$ cat config.mk
export PLATFORM = sky130hd
export DESIGN_NAME = game_round_controller_flat
export DESIGN_NICKNAME = d
export VERILOG_FILES = /design/src/rtl/game_pkg.sv /design/src/rtl/game_round_controller_if.sv /design/src/rtl/frame_tick_gen.sv /design/src/rtl/game_round_controller.sv /design/src/flat_wrapper.sv
export SDC_FILE = /design/constraint.sdc
export NUM_CORES = 1
export LEC_CHECK = 0
export BUFFER_PORTS_ARGS = -buffer_cell sky130_fd_sc_hd__buf_4
export CAP_MARGIN = 10
export CORE_MARGIN = 4
export CORE_UTILIZATION = 50
export DETAILED_ROUTE_END_ITERATION = 10
export PLACE_DENSITY = 0.76
export SLEW_MARGIN = 20
export SYNTH_ARGS = -nofsm -noshare
export SYNTH_HDL_FRONTEND = slang
export SYNTH_SLANG_ARGS = --single-unit
export TNS_END_PERCENT = 30
$ cat constraint.sdc
create_clock -name clk_in -period 3.2 [get_ports clk_in]
set_input_delay 0.64 -clock clk_in [delete_from_list [all_inputs] [get_ports clk_in]]
set_output_delay 0.64 -clock clk_in [all_outputs]
set_load 0.01 [all_outputs]
$ cat src/rtl/game_pkg.sv
// Shared types and default constants for the game round controller.
package game_pkg;

  typedef enum logic [2:0] {
    IDLE       = 3'd0,
    COUNTDOWN  = 3'd1,
    ADVANCE    = 3'd2,
    ROUND_END  = 3'd3,
    GAME_OVER  = 3'd4
  } game_state_t;

  localparam int DEF_SCREEN_WIDTH             = 1280;
  localparam int DEF_SCREEN_HEIGHT            = 720;
  localparam int DEF_GOAL_DEPTH               = 60;
  localparam int DEF_GOAL_DEPTH_DELTA         = 10;
  localparam int DEF_MAX_WALL_DEPTH           = 75;
  localparam int DEF_NUM_WALLS                = 10;
  localparam int DEF_NUM_LIVES                = 3;
  localparam int DEF_COUNTDOWN_FRAMES         = 90;
  localparam int DEF_COLLISION_THRESHOLD      = 64;
  localparam int DEF_MAX_FRAMES_PER_WALL_TICK = 15;
  localparam int DEF_MIN_FRAMES_PER_WALL_TICK = 3;
  localparam int DEF_ROUNDS_PER_SPEEDUP       = 2;

  function automatic logic [7:0] sat_inc8(input logic [7:0] value);
    return (value == 8'hFF) ? value : value + 8'd1;
  endfunction

endpackage

$ cat src/rtl/game_round_controller_if.sv
// Incoming pixel stream: raster position, valid strobe and the person/wall masks for that pixel.
interface game_round_controller_if;
  logic [10:0] hcount;
  logic [9:0]  vcount;
  logic        data_valid;
  logic        is_person;
  logic        is_wall;

  modport master (output hcount, vcount, data_valid, is_person, is_wall);
  modport slave  (input  hcount, vcount, data_valid, is_person, is_wall);
endinterface

$ cat src/rtl/frame_tick_gen.sv
// Divides frame events by a run-time count: tick fires on the advance that reaches max_count.
module frame_tick_gen #(
  parameter int CNT_W = 8
) (
  input  logic             clk_in,
  input  logic             rst_n_in,
  input  logic             clear,
  input  logic             advance,
  input  logic [CNT_W-1:0] max_count,
  output logic             tick
);
  logic [CNT_W-1:0] cnt;

  assign tick = advance && (cnt == max_count);

  // NOTE: registers use non-blocking assignments so every flop samples pre-edge values.
  always_ff @(posedge clk_in or negedge rst_n_in) begin
    if (!rst_n_in) begin
      cnt <= '0;
    end else if (clear || tick) begin
      cnt <= '0;
    end else if (advance) begin
      cnt <= cnt + 1'b1;
    end
  end
endmodule

$ cat src/rtl/game_round_controller.sv
// Round/lives/score controller for a wall-dodging game, driven by the video pixel stream.
// Collisions inside the judging depth window cost at most one life per round.
module game_round_controller
  import game_pkg::*;
#(
  parameter int SCREEN_WIDTH             = DEF_SCREEN_WIDTH,
  parameter int SCREEN_HEIGHT            = DEF_SCREEN_HEIGHT,
  parameter int GOAL_DEPTH               = DEF_GOAL_DEPTH,
  parameter int GOAL_DEPTH_DELTA         = DEF_GOAL_DEPTH_DELTA,
  parameter int MAX_WALL_DEPTH           = DEF_MAX_WALL_DEPTH,
  parameter int NUM_WALLS                = DEF_NUM_WALLS,
  parameter int NUM_LIVES                = DEF_NUM_LIVES,
  parameter int COUNTDOWN_FRAMES         = DEF_COUNTDOWN_FRAMES,
  parameter int COLLISION_THRESHOLD      = DEF_COLLISION_THRESHOLD,
  parameter int MAX_FRAMES_PER_WALL_TICK = DEF_MAX_FRAMES_PER_WALL_TICK,
  parameter int MIN_FRAMES_PER_WALL_TICK = DEF_MIN_FRAMES_PER_WALL_TICK,
  parameter int ROUNDS_PER_SPEEDUP       = DEF_ROUNDS_PER_SPEEDUP
) (
  input  logic                             clk_in,
  input  logic                             rst_n_in,
  input  logic                             start_game_in,
  game_round_controller_if.slave           pix,
  output logic [10:0]                      hcount_out,
  output logic [9:0]                       vcount_out,
  output logic                             data_valid_out,
  output logic                             is_collision_out,
  output logic [$clog2(NUM_WALLS)-1:0]     wall_idx_out,
  output logic [7:0]                       wall_depth_out,
  output logic [7:0]                       score_out,
  output logic [$clog2(NUM_LIVES+1)-1:0]   lives_out,
  output game_state_t                      game_state_out,
  output logic                             hit_pulse_out
);
  localparam int WALL_W  = $clog2(NUM_WALLS);
  localparam int LIVES_W = $clog2(NUM_LIVES + 1);
  localparam int CD_W    = (COUNTDOWN_FRAMES > 1) ? $clog2(COUNTDOWN_FRAMES) : 1;
  localparam int SPD_W   = (ROUNDS_PER_SPEEDUP > 1) ? $clog2(ROUNDS_PER_SPEEDUP) : 1;
  // One spare bit keeps the saturation value strictly above the threshold.
  localparam int COLL_W  = $clog2(COLLISION_THRESHOLD + 2) + 1;
  localparam int WIN_LO  = GOAL_DEPTH - GOAL_DEPTH_DELTA;
  localparam int WIN_HI  = GOAL_DEPTH + GOAL_DEPTH_DELTA;

  game_state_t       state, state_d;
  logic [7:0]        depth, depth_d;
  logic [7:0]        score, score_d;
  logic [7:0]        fpt, fpt_d;
  logic [WALL_W-1:0] wall_idx, wall_idx_d;
  logic [LIVES_W-1:0] lives, lives_d;
  logic [CD_W-1:0]   cd_cnt, cd_cnt_d;
  logic [SPD_W-1:0]  spd_cnt, spd_cnt_d;
  logic [COLL_W-1:0] coll_cnt, coll_cnt_d;
  logic              round_hit, round_hit_d;
  logic              hit_pulse, hit_pulse_d;

  logic              new_frame, collision, advancing, in_window, tick, hit;
  logic [COLL_W:0]   judge_cnt;

  assign new_frame = pix.data_valid
                  && (pix.hcount == 11'(SCREEN_WIDTH - 1))
                  && (pix.vcount == 10'(SCREEN_HEIGHT - 1));
  assign collision = pix.data_valid && pix.is_person && pix.is_wall;
  assign advancing = (state == ADVANCE);
  assign in_window = (int'(depth) >= WIN_LO) && (int'(depth) <= WIN_HI);

  // The frame's last pixel is judged together with everything accumulated before it.
  assign judge_cnt = {1'b0, coll_cnt} + (COLL_W+1)'(collision && in_window);
  assign hit       = advancing && new_frame && !round_hit
                  && (int'(judge_cnt) > COLLISION_THRESHOLD);

  frame_tick_gen #(
    .CNT_W (8)
  ) u_frame_tick_gen (
    .clk_in    (clk_in),
    .rst_n_in  (rst_n_in),
    .clear     (!advancing),
    .advance   (advancing && new_frame),
    .max_count (fpt - 8'd1),
    .tick      (tick)
  );

  // Per-frame collision count; anything outside ADVANCE discards a partial frame.
  always_comb begin
    coll_cnt_d = coll_cnt;
    if (new_frame || !advancing) begin
      coll_cnt_d = '0;
    end else if (in_window && collision && (coll_cnt != '1)) begin
      coll_cnt_d = coll_cnt + 1'b1;
    end
  end

  // NOTE: every next-state signal gets its hold value first, so no path can infer a latch.
  always_comb begin
    state_d     = state;
    depth_d     = depth;
    score_d     = score;
    fpt_d       = fpt;
    wall_idx_d  = wall_idx;
    lives_d     = lives;
    cd_cnt_d    = cd_cnt;
    spd_cnt_d   = spd_cnt;
    round_hit_d = round_hit;
    hit_pulse_d = 1'b0;

    unique case (state)
      IDLE, GAME_OVER: begin
        if (start_game_in) begin
          state_d     = COUNTDOWN;
          score_d     = '0;
          lives_d     = LIVES_W'(NUM_LIVES);
          wall_idx_d  = '0;
          depth_d     = '0;
          fpt_d       = 8'(MAX_FRAMES_PER_WALL_TICK);
          round_hit_d = 1'b0;
          cd_cnt_d    = '0;
          spd_cnt_d   = '0;
        end
      end

      COUNTDOWN: begin
        if (new_frame) begin
          if (cd_cnt == CD_W'(COUNTDOWN_FRAMES - 1)) begin
            cd_cnt_d = '0;
            state_d  = ADVANCE;
          end else begin
            cd_cnt_d = cd_cnt + 1'b1;
          end
        end
      end

      ADVANCE: begin
        if (hit) begin
          lives_d     = lives - 1'b1;
          round_hit_d = 1'b1;
          hit_pulse_d = 1'b1;
        end
        // A fatal hit wins over a coinciding depth tick; the wall freezes where it is.
        if (hit && (lives == LIVES_W'(1))) begin
          state_d = GAME_OVER;
        end else if (tick) begin
          if (depth == 8'(MAX_WALL_DEPTH - 1)) begin
            depth_d = '0;
            state_d = ROUND_END;
          end else begin
            depth_d = depth + 8'd1;
          end
        end
      end

      ROUND_END: begin
        if (!round_hit) begin
          score_d = sat_inc8(score);
        end
        wall_idx_d  = (wall_idx == WALL_W'(NUM_WALLS - 1)) ? '0 : wall_idx + 1'b1;
        round_hit_d = 1'b0;
        state_d     = COUNTDOWN;
        if (spd_cnt == SPD_W'(ROUNDS_PER_SPEEDUP - 1)) begin
          spd_cnt_d = '0;
          if (fpt > 8'(MIN_FRAMES_PER_WALL_TICK)) begin
            fpt_d = fpt - 8'd1;
          end
        end else begin
          spd_cnt_d = spd_cnt + 1'b1;
        end
      end

      default: state_d = IDLE;
    endcase
  end

  always_ff @(posedge clk_in or negedge rst_n_in) begin
    if (!rst_n_in) begin
      state     <= IDLE;
      depth     <= '0;
      score     <= '0;
      fpt       <= 8'(MAX_FRAMES_PER_WALL_TICK);
      wall_idx  <= '0;
      lives     <= '0;
      cd_cnt    <= '0;
      spd_cnt   <= '0;
      coll_cnt  <= '0;
      round_hit <= 1'b0;
      hit_pulse <= 1'b0;
    end else begin
      state     <= state_d;
      depth     <= depth_d;
      score     <= score_d;
      fpt       <= fpt_d;
      wall_idx  <= wall_idx_d;
      lives     <= lives_d;
      cd_cnt    <= cd_cnt_d;
      spd_cnt   <= spd_cnt_d;
      coll_cnt  <= coll_cnt_d;
      round_hit <= round_hit_d;
      hit_pulse <= hit_pulse_d;
    end
  end

  // Pixel stream delayed one cycle, independent of game state.
  always_ff @(posedge clk_in or negedge rst_n_in) begin
    if (!rst_n_in) begin
      hcount_out       <= '0;
      vcount_out       <= '0;
      data_valid_out   <= 1'b0;
      is_collision_out <= 1'b0;
    end else begin
      hcount_out       <= pix.hcount;
      vcount_out       <= pix.vcount;
      data_valid_out   <= pix.data_valid;
      is_collision_out <= collision;
    end
  end

  assign wall_idx_out   = wall_idx;
  assign wall_depth_out = depth;
  assign score_out      = score;
  assign lives_out      = lives;
  assign game_state_out = state;
  assign hit_pulse_out  = hit_pulse;

endmodule

$ cat src/flat_wrapper.sv
// flat-port wrapper written by rule: the top's interface ports become plain ports
module game_round_controller_flat import game_pkg::*;
#(
  parameter int SCREEN_WIDTH             = DEF_SCREEN_WIDTH,
  parameter int SCREEN_HEIGHT            = DEF_SCREEN_HEIGHT,
  parameter int GOAL_DEPTH               = DEF_GOAL_DEPTH,
  parameter int GOAL_DEPTH_DELTA         = DEF_GOAL_DEPTH_DELTA,
  parameter int MAX_WALL_DEPTH           = DEF_MAX_WALL_DEPTH,
  parameter int NUM_WALLS                = DEF_NUM_WALLS,
  parameter int NUM_LIVES                = DEF_NUM_LIVES,
  parameter int COUNTDOWN_FRAMES         = DEF_COUNTDOWN_FRAMES,
  parameter int COLLISION_THRESHOLD      = DEF_COLLISION_THRESHOLD,
  parameter int MAX_FRAMES_PER_WALL_TICK = DEF_MAX_FRAMES_PER_WALL_TICK,
  parameter int MIN_FRAMES_PER_WALL_TICK = DEF_MIN_FRAMES_PER_WALL_TICK,
  parameter int ROUNDS_PER_SPEEDUP       = DEF_ROUNDS_PER_SPEEDUP
)
  (clk_in, rst_n_in, start_game_in, hcount_out, vcount_out, data_valid_out, is_collision_out, wall_idx_out, wall_depth_out, score_out, lives_out, game_state_out, hit_pulse_out, pix_hcount, pix_vcount, pix_data_valid, pix_is_person, pix_is_wall);
  game_round_controller_if pix_i ();
  input  logic clk_in;
  input  logic rst_n_in;
  input  logic start_game_in;
  output logic [10:0] hcount_out;
  output logic [9:0] vcount_out;
  output logic data_valid_out;
  output logic is_collision_out;
  output logic [$clog2(NUM_WALLS)-1:0] wall_idx_out;
  output logic [7:0] wall_depth_out;
  output logic [7:0] score_out;
  output logic [$clog2(NUM_LIVES+1)-1:0] lives_out;
  output game_state_t game_state_out;
  output logic hit_pulse_out;
  input wire logic [$bits(pix_i.hcount)-1:0] pix_hcount;
  input wire logic [$bits(pix_i.vcount)-1:0] pix_vcount;
  input wire logic [$bits(pix_i.data_valid)-1:0] pix_data_valid;
  input wire logic [$bits(pix_i.is_person)-1:0] pix_is_person;
  input wire logic [$bits(pix_i.is_wall)-1:0] pix_is_wall;
  assign pix_i.hcount = pix_hcount;
  assign pix_i.vcount = pix_vcount;
  assign pix_i.data_valid = pix_data_valid;
  assign pix_i.is_person = pix_is_person;
  assign pix_i.is_wall = pix_is_wall;
  game_round_controller #(.SCREEN_WIDTH(SCREEN_WIDTH), .SCREEN_HEIGHT(SCREEN_HEIGHT), .GOAL_DEPTH(GOAL_DEPTH), .GOAL_DEPTH_DELTA(GOAL_DEPTH_DELTA), .MAX_WALL_DEPTH(MAX_WALL_DEPTH), .NUM_WALLS(NUM_WALLS), .NUM_LIVES(NUM_LIVES), .COUNTDOWN_FRAMES(COUNTDOWN_FRAMES), .COLLISION_THRESHOLD(COLLISION_THRESHOLD), .MAX_FRAMES_PER_WALL_TICK(MAX_FRAMES_PER_WALL_TICK), .MIN_FRAMES_PER_WALL_TICK(MIN_FRAMES_PER_WALL_TICK), .ROUNDS_PER_SPEEDUP(ROUNDS_PER_SPEEDUP)) u_core (.clk_in(clk_in), .rst_n_in(rst_n_in), .start_game_in(start_game_in), .pix(pix_i), .hcount_out(hcount_out), .vcount_out(vcount_out), .data_valid_out(data_valid_out), .is_collision_out(is_collision_out), .wall_idx_out(wall_idx_out), .wall_depth_out(wall_depth_out), .score_out(score_out), .lives_out(lives_out), .game_state_out(game_state_out), .hit_pulse_out(hit_pulse_out));
endmodule
# Yosys cells after proc, flatten, opt, wreduce, memory -nomap -nowiden

Index checks and enable logic that the tools add are counted.

Bits in registers: 82
Output and inout port bits: 49

Eq/ne operators: 25
$lt $le $gt $ge: 4
Reductions and logical operators: 32
$add $sub $neg: 10
Mux-type cells: 40

Operators with widths:

| operator                                                                             | count |
|---|---|
| 8-bit two-way mux                                                                    | 13 |
| 8-bit one-hot mux with 2 select lines                                                | 3 |
| 8-bit by 1-bit adder with 8-bit output (second input constant)                       | 4 |
| 7-bit two-way mux                                                                    | 3 |
| 3-bit two-way mux                                                                    | 6 |
| 7-bit one-hot mux with 2 select lines                                                | 1 |
| 1-bit logical AND                                                                    | 12 |
| 2-bit inequality test (second input constant)                                        | 6 |
| 3-bit one-hot mux with 4 select lines                                                | 1 |
| 4-bit AND reduction                                                                  | 3 |
| 11-bit == test (second input constant)                                               | 1 |
| 10-bit == test (second input constant)                                               | 1 |
| 2-bit nonzero test                                                                   | 5 |
| 8-bit by 1-bit adder with 9-bit output                                               | 1 |
| 9-bit by 7-bit > comparator with 1-bit output (second input constant)                | 1 |
| 3-bit AND reduction                                                                  | 3 |
| 8-bit by 7-bit == test with 1-bit output (second input constant)                     | 1 |
| 8-bit == test                                                                        | 1 |
| 8-bit == test (second input constant)                                                | 1 |
| 8-bit by 6-bit greater-or-equal comparator with 1-bit output (second input constant) | 1 |
| 8-bit by 2-bit > comparator with 1-bit output (second input constant)                | 1 |
| 8-bit by 7-bit <= comparator with 1-bit output (second input constant)               | 1 |
| 4-bit two-way mux                                                                    | 2 |
| 2-bit by 1-bit inequality test with 1-bit output (second input constant)             | 4 |
| other kinds (26)                                                                     | 35 |

# Depth between registers and ports, before layout

Gate-level depths: netlist (run 1).

Depth in word-level cells: 9
Gate-level depth with buffers: 14
Depth with buffers taken out: 13

# Cells and area by module

A second synthesis (run 1) with hierarchy kept.

Cell total of the unflattened synthesis: 400
Area, all modules: 4012.6 µm²

By module, submodules not included:

| module                | instances | area each (µm²) | cells an instance |
|---|---|---|---|
| game_round_controller | 1         | 3517.1          | 352 |
| frame_tick_gen        | 1         | 495.5           | 48 |

# Worst setup path after synthesis (run 1)

No wires, ideal clock.

Kind: reg2reg
Start: reg u_core.depth[5] (netlist: u_core.wall_depth_out[5])
End: reg u_core.depth[5] (netlist: u_core.wall_depth_out[5])
Path buffers: 0
Cell stages (with the launch flop): 12
Setup slack: -411 ps
Arrival time: 3485 ps
Cells stage by stage: dfrtp_1 -> or3b_1 -> o32a_1 -> nor3_1 -> ha_1 -> ha_1 -> or4_1 -> o21ai_0 -> a31oi_1 -> a221oi_2 -> a21oi_1 -> a221o_1

Longest elaborated chain between the ends: 9

Ends and longest elaborated chain:

| what                                                                                                                                  | line                         | RTL |
|---|---|---|
| from (decl)                                                                                                                           | game_round_controller.sv:44  | `logic [7:0] depth, depth_d;` |
| from (signal assigned)                                                                                                                | game_round_controller.sv:185 | `depth <= depth_d;` |
| 8-bit by 6-bit greater-or-equal comparator with 1-bit output / 8-bit by 7-bit <= comparator with 1-bit output (equally long branches) | game_round_controller.sv:63  | `assign in_window = (int'(depth) >= WIN_LO) && (int'(depth) <= WIN_HI);` |
| 1-bit logical AND                                                                                                                     | game_round_controller.sv:63  |  |
| 1-bit logical AND                                                                                                                     | game_round_controller.sv:66  | `assign judge_cnt = {1'b0, coll_cnt} + (COLL_W+1)'(collision && in_window);` |
| 8-bit by 1-bit adder with 9-bit output                                                                                                | game_round_controller.sv:66  |  |
| 9-bit by 7-bit > comparator with 1-bit output                                                                                         | game_round_controller.sv:68  | `&& (int'(judge_cnt) > COLLISION_THRESHOLD);` |
| 1-bit logical AND                                                                                                                     | game_round_controller.sv:68  |  |
| 1-bit logical AND                                                                                                                     | game_round_controller.sv:137 | `if (hit && (lives == LIVES_W'(1))) begin` |
| 2-bit inequality test (no line)                                                                                                       | -                            |  |
| 4-bit AND reduction (no line)                                                                                                         | -                            |  |

Several ways; a longest one is shown, not always the timed one. The select of a mux whose other input is x is not followed.
A chain may end at the register's enable or synchronous reset.

# Worst setup path after layout (run 1)

Start: reg u_core.depth[4] (netlist: u_core.wall_depth_out[4])
End: reg u_core.depth[4] (netlist: u_core.wall_depth_out[4])

Same word-level chain as after synthesis.

==> summary.md, run 1 <==
| Metric | Value |
|---|---|
| Share of flip-flops with an asynchronous set or reset | `1.00` |
| Root buffer cell | `clkbuf_8` |
| Vias in the first global route | `3649` |
| Area grow syn2layout | `25.9%` |
| Hold buffer count at CTS | `0` |
| Total CTS buffers | `9` |
| Clock-pin slew on the worst setup and hold paths | `0.09 ns` |
| Seq/Total Area, Yosys | `0.487` |
| Outcome | `complete, but fails checks` |
| Critical path type | `register to register` |
| Setup TNS | `-0.612 ns` |
| Main combinational cell family by area after synthesis | `simple AND/OR/NAND/NOR gates` |
| Via count | `3567` |
| Leakage power | `2.39 nW` |
| HP Class | `input pin to async pin` |
| CTS H-Tree Depth | `3` |
| Max FO, Critical Path | `5` |
| Worst VDD drop | `0.256 mV` |
| Avg Cell Area, Syn | `9.87 um^2` |
| Final Wtd Congestion | `0.789` |
| Worst-skew pair later-pin latency | `0.37 ns` |
| CORE AREA | `8220 um^2` |
| Initial Util | `0.514` |
| Slowest cell delay on critical path | `0.46 ns` |
| Via density | `5.66` |
| Fmax achieved | `301 MHz` |
| Min Tclk post-route | `3.32 ns` |
| Crit start category | `register` |
| Simple-Gate Fraction of Synth Area | `0.258` |
| Buffers on Ports | `75` |
| Setup bufs post-CTS | `0` |
| Die Y | `99.9 um` |
| Total global routing track utilization | `0.213` |
| Worst setup margin | `-0.117 ns` |
| Violated checks | `negative setup slack` |
| Count of cell types in the netlist | `66` |
| Clk buf depth | `2` |
| Ys flop type | `dfrtp_1` |
| Skew final | `0.0117 ns` |
| Unrepaired setup endpoints after global routing | `true` |
| Grt total ovfl | `0` |
| Syn nets | `468` |
| Filler Cells Inserted | `671` |
| DIE AREA | `9990 um^2` |
| Critical Path RT | `3.46 ns` |
| CTS tree | `built` |
| Largest net degree at the start of global routing | `83` |
| Initial DRC Count | `171` |
| Xor-xnor portion of the synthesized cell area | `0.0580` |
| DRC viols | `0` |
| EDFF count, synth | `0` |
| WP data arrival | `3.58 ns` |
| Final setup viols | `7` |
| Reg2reg end | `u_core.wall_depth_out[4]` |
| Ratio of cells with drive above 1 in the final layout | `0.272` |
| Post-Synthesis Cells | `428` |
| Compound-gate portion of the synthesized area | `0.119` |
| Part of the cycle the worst path needs | `1.04` |
| Crit end category | `register` |
| Commonest non-fill, non-tap cells in the layout | `buf_4 (91), dfrtp_1 (76), nand2_1 (44)` |
| Post-Synth Adder-Cell Area | `0.0385` |
| Std-Cell Rows | `33` |
| Initial antenna violation count | `0` |
| CP max stage cell | `or4_4` |
| Setup slack, reg-to-reg | `-0.12 ns` |
| Slew headroom | `0.466` |
| Yosys Warn Count | `0` |
| Post-route ant nets | `0` |
| Post-synthesis mux area share | `0.0121` |
| Die W | `99.9 um` |
| Dpl hpwl | `7.27 mm` |
| Cells along the critical path | `or3b_4 -> o32a_1 -> nor3_2 -> ha_2 -> ha_4 -> or4_4 -> o21ai_4 -> a31oi_4 -> a221oi_4 -> a21oi_4 -> a221o_1` |
| Pwr Total | `2.30 mW` |
| Most common cell after layout, fill and taps aside | `buf_4` |
| Clock Sinks | `82` |
| Routed wire per std cell | `16.0 um` |
| Slew @ Worst Pin | `0.794 ns` |
| I/O pin count | `76` |
| ANT cells | `0` |
| Drt first pass iters | `4` |
| Synthesized cell area | `4230 um^2` |
| Max-capacitance violation count | `0` |
| FF+latch count, synth | `82` |
| Pwr Density | `432 nW/um^2` |
| Post-Route WL | `10.1 mm` |
| Final hold vios | `0` |
| First-pass GRT wire length | `17.3 mm` |
| RR Startpoint | `u_core.wall_depth_out[4]` |
| Max-slew violations | `0` |
| Worst r2r path cells | `11` |
| Nets | `560` |
## logic make-up after synthesis
kind of cell / Yosys count
fa+ha+maj: 13
flops: 82
compound gates: 74
simple gates: 201
mux: 5
buf+inv: 25
xor+xnor: 28
## cell type report
| class | count | area [um^2] | area share |
|---|---|---|---|
| clock inverters | 7 | 108 | 0.0202 |
| multi-input cells | 321 | 2140 | 0.403 |
| clock buffers | 9 | 124 | 0.0233 |
| flip-flops and latches | 82 | 2060 | 0.387 |
| inverters | 13 | 48.8 | 0.00917 |
| well taps | 105 | 131 | 0.0247 |
| repair buffers | 93 | 706 | 0.133 |
## layer usage
layer  up-vias  share of wire  global-route usage
met3        13          0.056              0.0334
met1      1744           0.43               0.277
met4         0          0.015              0.0735
met2        86           0.50               0.364
li1       1724              -                   -
met5         -              0                   0
## state kept, by name (all words and copies together) (netlist names)
name and cells:
u_core.spd_cnt 1, u_core.score_out 8, u_core.is_collision_out 1, u_core.wall_idx_out 4, u_core.lives_out 2, u_core.coll_cnt 8
u_core.game_state_out 3, u_core.vcount_out 10, u_core.hcount_out 11, u_core.fpt 8, u_core.data_valid_out 1, u_core.cd_cnt 7
u_core.round_hit 1, u_core.u_frame_tick_gen.cnt 8, u_core.wall_depth_out 8, u_core.hit_pulse_out 1
## cells in the mapped netlist, types with 9 or more instances
cell type	instances	area, um^2
dfrtp_1	78	1950
nand2_1	44	165
nor2_1	42	158
o21ai_0	25	125
xor2_1	19	166
nand3_1	18	90.1
nand4_1	16	100
ha_1	13	163
inv_1	13	48.8
nor3_1	13	65.1
a21oi_1	10	50.1
and3_1	10	62.6
xnor2_1	9	78.8
## worst max-delay path by stage
stage	startpoint	slack, ns	depth (start not counted)	to
5_1_grt	u_core.wall_depth_out[4]	-0.26	11	u_core.wall_depth_out[4]
3_3_place_gp	u_core.wall_depth_out[4]	-0.11	11	u_core.wall_depth_out[4]
3_5_place_dp	u_core.wall_depth_out[4]	-0.19	11	u_core.wall_depth_out[6]
2_1_floorplan	u_core.wall_depth_out[4]	-0.20	11	u_core.wall_depth_out[5]
6_report	u_core.wall_depth_out[4]	-0.12	11	u_core.wall_depth_out[4]
4_1_cts	u_core.wall_depth_out[4]	-0.1	11	u_core.wall_depth_out[5]
## worst max-delay path, delay by kind of cell, from the launching register on
family / cells / cell delay, ns
and+or+nand+nor: 3 / 0.97
DFF: 1 / 0.41
AOI/OAI and AO/OA: 6 / 1.39
adders and majority gates: 2 / 0.43
## repair_timing
| item | CTS | global route |
|---|---|---|
| hold endpoints to repair | 0 | 0 |
| endpoints found under the setup margin | 12 | 12 |
| resized for setup | 1 | 9 |
| pin swaps | 6 | 2 |
## power by group
group | total (mW) | internal (mW) | switching [mW]
Combinational | 0.263 | 0.123 | 0.140
Sequential | 1.16 | 1.09 | 0.0645
Clock | 0.879 | 0.456 | 0.424
## per-stage QoR
| stage | util | instances | hold slack, ns | setup WS, ns | area (um^2) |
|---|---|---|---|---|---|
| CTS | 0.645 | 630 | 0.369 | -0.0994 | 5300 |
| finish | 0.648 | 630 | 0.285 | -0.117 | 5320 |
| global placement | 0.616 | 614 | 0.468 | -0.114 | 5060 |
| floorplan | - | 428 | 0.344 | -0.204 | 4300 |
| detailed placement | 0.616 | 614 | 0.473 | -0.192 | 5060 |
| global route | 0.648 | 630 | 0.368 | -0.255 | 5320 |
(Power assumes the default switching activity.)
==> inputs of run 2 (changes only) <==
- CAP_MARGIN: 10 -> not set
- SYNTH_HIERARCHICAL: not set -> 1
==> run 2 against run 1 <==
  * The flow still finishes with violations (negative setup slack)
  * Worst hold slack improved by 0.0010 ns
  * Count of clock-buffer cells in the layout did not move
  * Global-route usage fell by 0.77 points
  * Clock skew is 0.0057 ns lower
  * Critical path depth did not move
  * Non-clock buffer count grew 1
  * Setup slack gained 0.10 ns
  * Via count fell by 6.4%
  * Sequential share of layout area increased by 1.5 points
==> summary.md, run 2 <==
| Metric | Value |
|---|---|
| Part of the cycle the worst path needs | `1.00` |
| Root buffer cell | `clkbuf_8` |
| GR peak layer | `met2` |
| Xor-xnor portion of the synthesized cell area | `0.0764` |
| Simple-Gate Fraction of Synth Area | `0.222` |
| Slew @ Worst Pin | `0.787 ns` |
| Setup slack, reg-to-reg | `-0.01 ns` |
| Max FO, Critical Path | `7` |
| Seq/Total Area, Yosys | `0.513` |
| Dpl hpwl | `6.73 mm` |
| Grt total ovfl | `0` |
| Commonest non-fill, non-tap cells in the layout | `buf_4 (93), dfrtp_1 (77), nand2_1 (47)` |
| Main combinational cell family by area after synthesis | `simple AND/OR/NAND/NOR gates` |
| Slew headroom | `0.470` |
| Max reg flops | `11` |
| Clk buf depth | `2` |
| Nets | `532` |
| Post-Synth Adder-Cell Area | `0.0405` |
| Largest net degree at the start of global routing | `83` |
| Area grow syn2layout | `27.5%` |
| First-pass GRT wire length | `16.2 mm` |
| Vias in the first global route | `3425` |
| ANT cells | `0` |
| Unrepaired setup endpoints after global routing | `true` |
| Fmax achieved | `311 MHz` |
| Syn nets | `440` |
| Min Tclk post-route | `3.21 ns` |
| Initial Util | `0.517` |
| Final Wtd Congestion | `0.850` |
| Crit end category | `register` |
| Worst VDD drop | `0.326 mV` |
| Share of flip-flops with an asynchronous set or reset | `1.00` |
| Total global routing track utilization | `0.206` |
| EDFF count, synth | `0` |
| CORE AREA | `7770 um^2` |
| Post-route ant nets | `0` |
| Post-Synthesis Cells | `400` |
| I/O pin count | `76` |
| CTS tree | `built` |
| Ys flop type | `dfrtp_1` |
| Met1 usage | `0.264` |
| DIE AREA | `9520 um^2` |
| Setup TNS | `-0.0127 ns` |
| Dpl ws | `-0.156 ns` |
| Skew final | `0.00595 ns` |
| DRC viols | `0` |
| Met2 GRT Util | `0.349` |
| Post-synthesis mux area share | `0.00748` |
| Crit start category | `register` |
| WP data arrival | `3.48 ns` |
| Biggest regs | `u_core/hcount_out x11, u_core/vcount_out x10` |
| Yosys Warn Count | `6` |
| FF+latch count, synth | `82` |
| Fin cells | `599` |
| Violated checks | `negative setup slack` |
| Most flops, register | `u_core/hcount_out` |
| Clock-pin slew on the worst setup and hold paths | `0.09 ns` |
| CTS H-Tree Depth | `3` |
| Initial antenna violation count | `0` |
| Worst r2r path cells | `11` |
| Top cell types by occurrence after synthesis | `dfrtp_1 (78), nand2_1 (47), nor2_1 (39)` |
| Std-Cell Rows | `32` |
| Largest area contributor in the netlist | `dfrtp_1` |
| Synthesized cell area | `4010 um^2` |
| Die Y | `97.6 um` |
| Final setup viols | `1` |
| Critical path type | `register to register` |
| Final instance area | `5110 um^2` |
| HP Class | `input pin to async pin` |
| Max-capacitance violation count | `0` |
| Most frequent cell after synthesis | `dfrtp_1` |
| Leakage power | `2.33 nW` |
| Top cells by area, synth | `dfrtp_1 (49%), o21ai_0 (4.7%), nand2_1 (4.4%)` |
| Buffers on Ports | `75` |
| Initial DRC Count | `184` |
| Routed wire per std cell | `15.7 um` |
| DP Area | `4820 um^2` |
| Dpl cells | `582` |
| Avg Cell Area, Syn | `10.0 um^2` |
| Pwr Density | `586 nW/um^2` |
| Share of the synthesized area in the top cell type | `0.486` |
| Critical Path RT | `3.46 ns` |
| Most common cell after layout, fill and taps aside | `buf_4` |
| Drt first pass iters | `4` |
| Ratio of cells with drive above 1 in the final layout | `0.280` |
| Compound-gate portion of the synthesized area | `0.117` |
| RR Startpoint | `u_core/wall_depth_out[7]` |
| Via count | `3340` |
| Final hold vios | `0` |
| Max-slew violations | `0` |
| Post-Route WL | `9.41 mm` |
| Via density | `5.58` |
| Met3 Usage GRT | `0.0409` |
| Clock Sinks | `82` |
| Outcome | `complete, but fails checks` |
| Count of cell types in the netlist | `53` |
| Worst-skew pair later-pin latency | `0.35 ns` |
| Filler Cells Inserted | `668` |
| Worst setup margin | `-0.0127 ns` |
| Reg2reg end | `u_core/wall_depth_out[5]` |
| Hold_ws | `0.286 ns` |
| Total CTS buffers | `9` |
| Die W | `97.6 um` |
==> run 2: cell count changes after synthesis, moves of 5 or more <==
cell     before  now
o21ai_0      25   38
nor4_1        7    2
a221o_1       5    0
nand4_1      16    9
o31ai_1       4    9
a31oi_1       6    1
xnor2_1       9   17
==> run 2: what timing repair did <==
action,CTS,global route
setup buffers,0,1
pin swaps,1,1
hold buffers,0,0
gates resized for setup,4,8
setup endpoints to repair,7,10
==> run 2: cells by family after synthesis <==
kind of cell,count (synthesis)
and+or+nand+nor,170
DFF,82
AOI/OAI and AO/OA,73
xor gates and xnor gates,35
buffers and inverters,24
adders and majority gates,13
muxes,3
==> run 2: area by class of cell <==
type | instances | area [um^2] | share of cell area
inverter | 11 | 41.3 | 0.00807
tap | 102 | 128 | 0.0250
multi-input combinational | 294 | 1950 | 0.382
timing repair buffer | 94 | 709 | 0.139
clock inverter | 7 | 101 | 0.0198
sequential | 82 | 2060 | 0.402
clock buffer | 9 | 124 | 0.0242
==> run 2: worst max-delay path, stage by stage, from the launching register on <==
cell,delay (ns)
dfrtp_1,0.39
or4b_4,0.55
o32a_4,0.34
nor2_4,0.12
ha_4,0.15
ha_4,0.20
nor2_4,0.11
a311oi_2,0.11
o31a_1,0.30
and4_4,0.19
or3_4,0.40
o31ai_4,0.26
==> run 2: power by group <==
part	leakage [nW]	internal (mW)	switching, mW	total, mW
combinational	1.16	0.356	0.498	0.854
clock	0.112	0.448	0.402	0.849
sequential	1.06	1.16	0.136	1.29
total	2.33	1.96	1.04	3.00
==> run 2: how the worst max path moves through the flow <==
| stage | from | end | slack, ns | cells after the start |
|---|---|---|---|---|
| after global routing | u_core/wall_depth_out[7] | u_core/wall_depth_out[5] | -0.12 | 11 |
| after CTS | u_core/wall_depth_out[7] | u_core/wall_depth_out[7] | -0.005 | 11 |
| after detailed placement | u_core/wall_depth_out[7] | u_core/wall_depth_out[3] | -0.16 | 11 |
| after global placement | u_core/wall_depth_out[7] | u_core/wall_depth_out[7] | -0.07 | 11 |
| final | u_core/wall_depth_out[7] | u_core/wall_depth_out[5] | -0.01 | 11 |
| after floorplan | u_core/wall_depth_out[7] | u_core/wall_depth_out[7] | -0.12 | 12 |
==> run 2: per-stage QoR <==
stage | util | power (mW)
2_1_floorplan | - | 1.80
3_3_place_gp | 0.620 | 2.11
3_5_place_dp | 0.620 | 2.15
4_1_cts | 0.652 | 3.01
5_1_grt | 0.659 | 3.18
6_report | 0.659 | 3.00
==> run 2: layer usage <==
layer / routed length (um) / vias to the layer above
met1: 3970 / 1633
met5: 0 / -
met3: 398 / 19
met2: 4860 / 91
li1: - / 1597
met4: 172 / 0
==> inputs of run 3 (changes only) <==
--- a/config.mk
+++ b/config.mk
@@ -10,2 +10,3 @@
 export CORE_UTILIZATION = 50
+export CTS_CLUSTER_SIZE = 16
 export DETAILED_ROUTE_END_ITERATION = 10
--- a/constraint.sdc
+++ b/constraint.sdc
@@ -3,2 +3,2 @@
 set_output_delay 0.64 -clock clk_in [all_outputs]
-set_load 0.01 [all_outputs]
+set_load 0.02 [all_outputs]
==> run 3 against run 2 <==
  * The flow still finishes with violations (negative setup slack)
  * Fmax shrank 0.34%
  * Setup slack worse by 0.011 ns
  * Routed wire length grew 1.1%
  * First-iteration DRC count increased by 7.6%
  * Critical path type unchanged
  * Largest cell class unchanged
  * Highest routed layer unchanged
==> summary.md, run 3 (synthesis results as in run 2) <==
| Metric | Value |
|---|---|
| Worst setup margin | `-0.0236 ns` |
| Max FO, Critical Path | `7` |
| Clock-pin slew on the worst setup and hold paths | `0.09 ns` |
| Part of the cycle the worst path needs | `1.01` |
| Worst-skew pair later-pin latency | `0.36 ns` |
| Worst VDD drop | `0.294 mV` |
| ANT cells | `0` |
| Fmax achieved | `310 MHz` |
| Via count | `3330` |
| Most flops, register | `u_core/hcount_out` |
| I/O pin count | `76` |
| Critical path type | `register to register` |
| Max reg flops | `11` |
| Pwr Density | `588 nW/um^2` |
| Hold_ws | `0.300 ns` |
| HP Class | `input pin to async pin` |
| Vias in the first global route | `3414` |
| Seq pwr share | `0.431` |
| P_int | `1.89 mW` |
| Worst r2r path cells | `11` |
| Hold buffer count at CTS | `0` |
| Max-capacitance violation count | `0` |
| CTS tree | `built` |
| CP max stage cell | `or4b_4` |
| Leakage power | `2.33 nW` |
| Clock network power share | `0.264` |
| First-pass GRT wire length | `16.2 mm` |
| Post-Route WL | `9.51 mm` |
| Clk buf depth | `2` |
| Post-route ant nets | `0` |
| Pwr Total | `3.00 mW` |
| CTS H-Tree Depth | `3` |
| Unrepaired setup endpoints after global routing | `true` |
| Routed wire per std cell | `15.8 um` |
| Largest net degree at the start of global routing | `55` |
| Skew final | `0.00856 ns` |
| Dpl hpwl | `6.76 mm` |
| Biggest regs | `u_core/hcount_out x11, u_core/vcount_out x10` |
| Outcome | `complete, but fails checks` |
| Final setup viols | `5` |
| Slowest cell delay on critical path | `0.55 ns` |
| Total CTS buffers | `9` |
| Most common cell after layout, fill and taps aside | `buf_4` |
| CORE AREA | `7770 um^2` |
| DRC viols | `0` |
| Via density | `5.52` |
| Die Y | `97.6 um` |
| Switch Pwr | `1.10 mW` |
| Die W | `97.6 um` |
| Initial antenna violation count | `0` |
| Drt first pass iters | `4` |
| Clock Sinks | `82` |
| Area grow syn2layout | `27.0%` |
| DIE AREA | `9520 um^2` |
| Max-slew violations | `0` |
| Core Util, Final | `0.656` |
| Cells along the critical path | `or4b_4 -> o32a_4 -> nor2_4 -> ha_4 -> ha_4 -> nor2_4 -> a311oi_2 -> o31a_1 -> and4_1 -> or3_4 -> o41ai_2` |
| Grt total ovfl | `0` |
| FF/Latch Area | `2060 um^2` |
| Dpl ws | `-0.162 ns` |
| Nets | `536` |
| Final Wtd Congestion | `0.895` |
| Commonest non-fill, non-tap cells in the layout | `buf_4 (98), dfrtp_1 (76), nand2_1 (47)` |
| Ratio of cells with drive above 1 in the final layout | `0.279` |
| Slew @ Worst Pin | `0.751 ns` |
| Critical Path RT | `3.46 ns` |
| Final hold vios | `0` |
| Crit start category | `register` |
| Footprint of the multi-input gates | `1930 um^2` |
| WP data arrival | `3.48 ns` |
| Slew headroom | `0.494` |
| Sw frac | `0.368` |
| DP Area | `4840 um^2` |
| Comb power frac | `0.305` |
| Total global routing track utilization | `0.207` |
| Initial Util | `0.517` |
| Std-Cell Rows | `32` |
| Filler Cells Inserted | `620` |
| Crit end category | `register` |
| Root buffer cell | `clkbuf_8` |
| Min Tclk post-route | `3.22 ns` |
| Initial DRC Count | `198` |
| Final instance area | `5100 um^2` |
| Violated checks | `negative setup slack` |
| Buffers on Ports | `75` |
==> run 3: area by class of cell <==
cell class              instances  share of cell area
repair buffers                 98               0.144
clock inverters                 7              0.0160
clock buffers                   9              0.0243
inverters                      11             0.00810
well taps                     102              0.0250
flip-flops and latches         82               0.404
multi-input cells             294               0.378
==> run 3: stage by stage <==
step | TNS (ns) | std cells
CTS | -0.0118 | 602
detailed placement | -0.878 | 585
global placement | -0.481 | 585
global route | -0.911 | 603
floorplan | -0.873 | 400
finish | -0.0479 | 603
==> run 3: worst max-delay path: cells and delay by family (launching register included) <==
family | cells | cell delay, ns
DFF | 1 | 0.41
adders and majority gates | 2 | 0.36
AOI/OAI and AO/OA | 4 | 0.97
and+or+nand+nor | 5 | 1.39
==> run 3: metal layers <==
metal,GRT usage,wire [um]
met1,0.260,4120
met5,0,0
met4,0.0724,163
met3,0.0503,426
met2,0.348,4800
==> run 3: final timing paths <==
path / to / slack [ns] / from
min in group clk_in: u_core/vcount_out[8] / 0.38 / pix_vcount[8]
max: u_core/wall_depth_out[7] / -0.02 / u_core/wall_depth_out[5]
min: u_core/wall_idx_out[1] / 0.30 / rst_n_in
max reg2reg: u_core/wall_depth_out[7] / -0.02 / u_core/wall_depth_out[5]
max in group asynchronous: u_core/fpt[3] / 2.16 / rst_n_in
min reg2reg: u_core/cd_cnt[6] / 0.50 / u_core/cd_cnt[6]
==> run 3: power by group through the flow <==
stage	clock network (mW)	logic (mW)	registers [mW]
after floorplan	0	0.501	1.36
after global placement	0	0.879	1.30
after detailed placement	0	0.904	1.31
after CTS	0.806	0.909	1.29
after global routing	0.854	1.01	1.32
final	0.790	0.913	1.29
==> run 3: timing repair <==
action / CTS / global route
pin swaps: 1 / 1
resized for setup: 3 / 3
setup buffers: 1 / 1
setup endpoints to repair: 7 / 9
gates cloned: 0 / 0
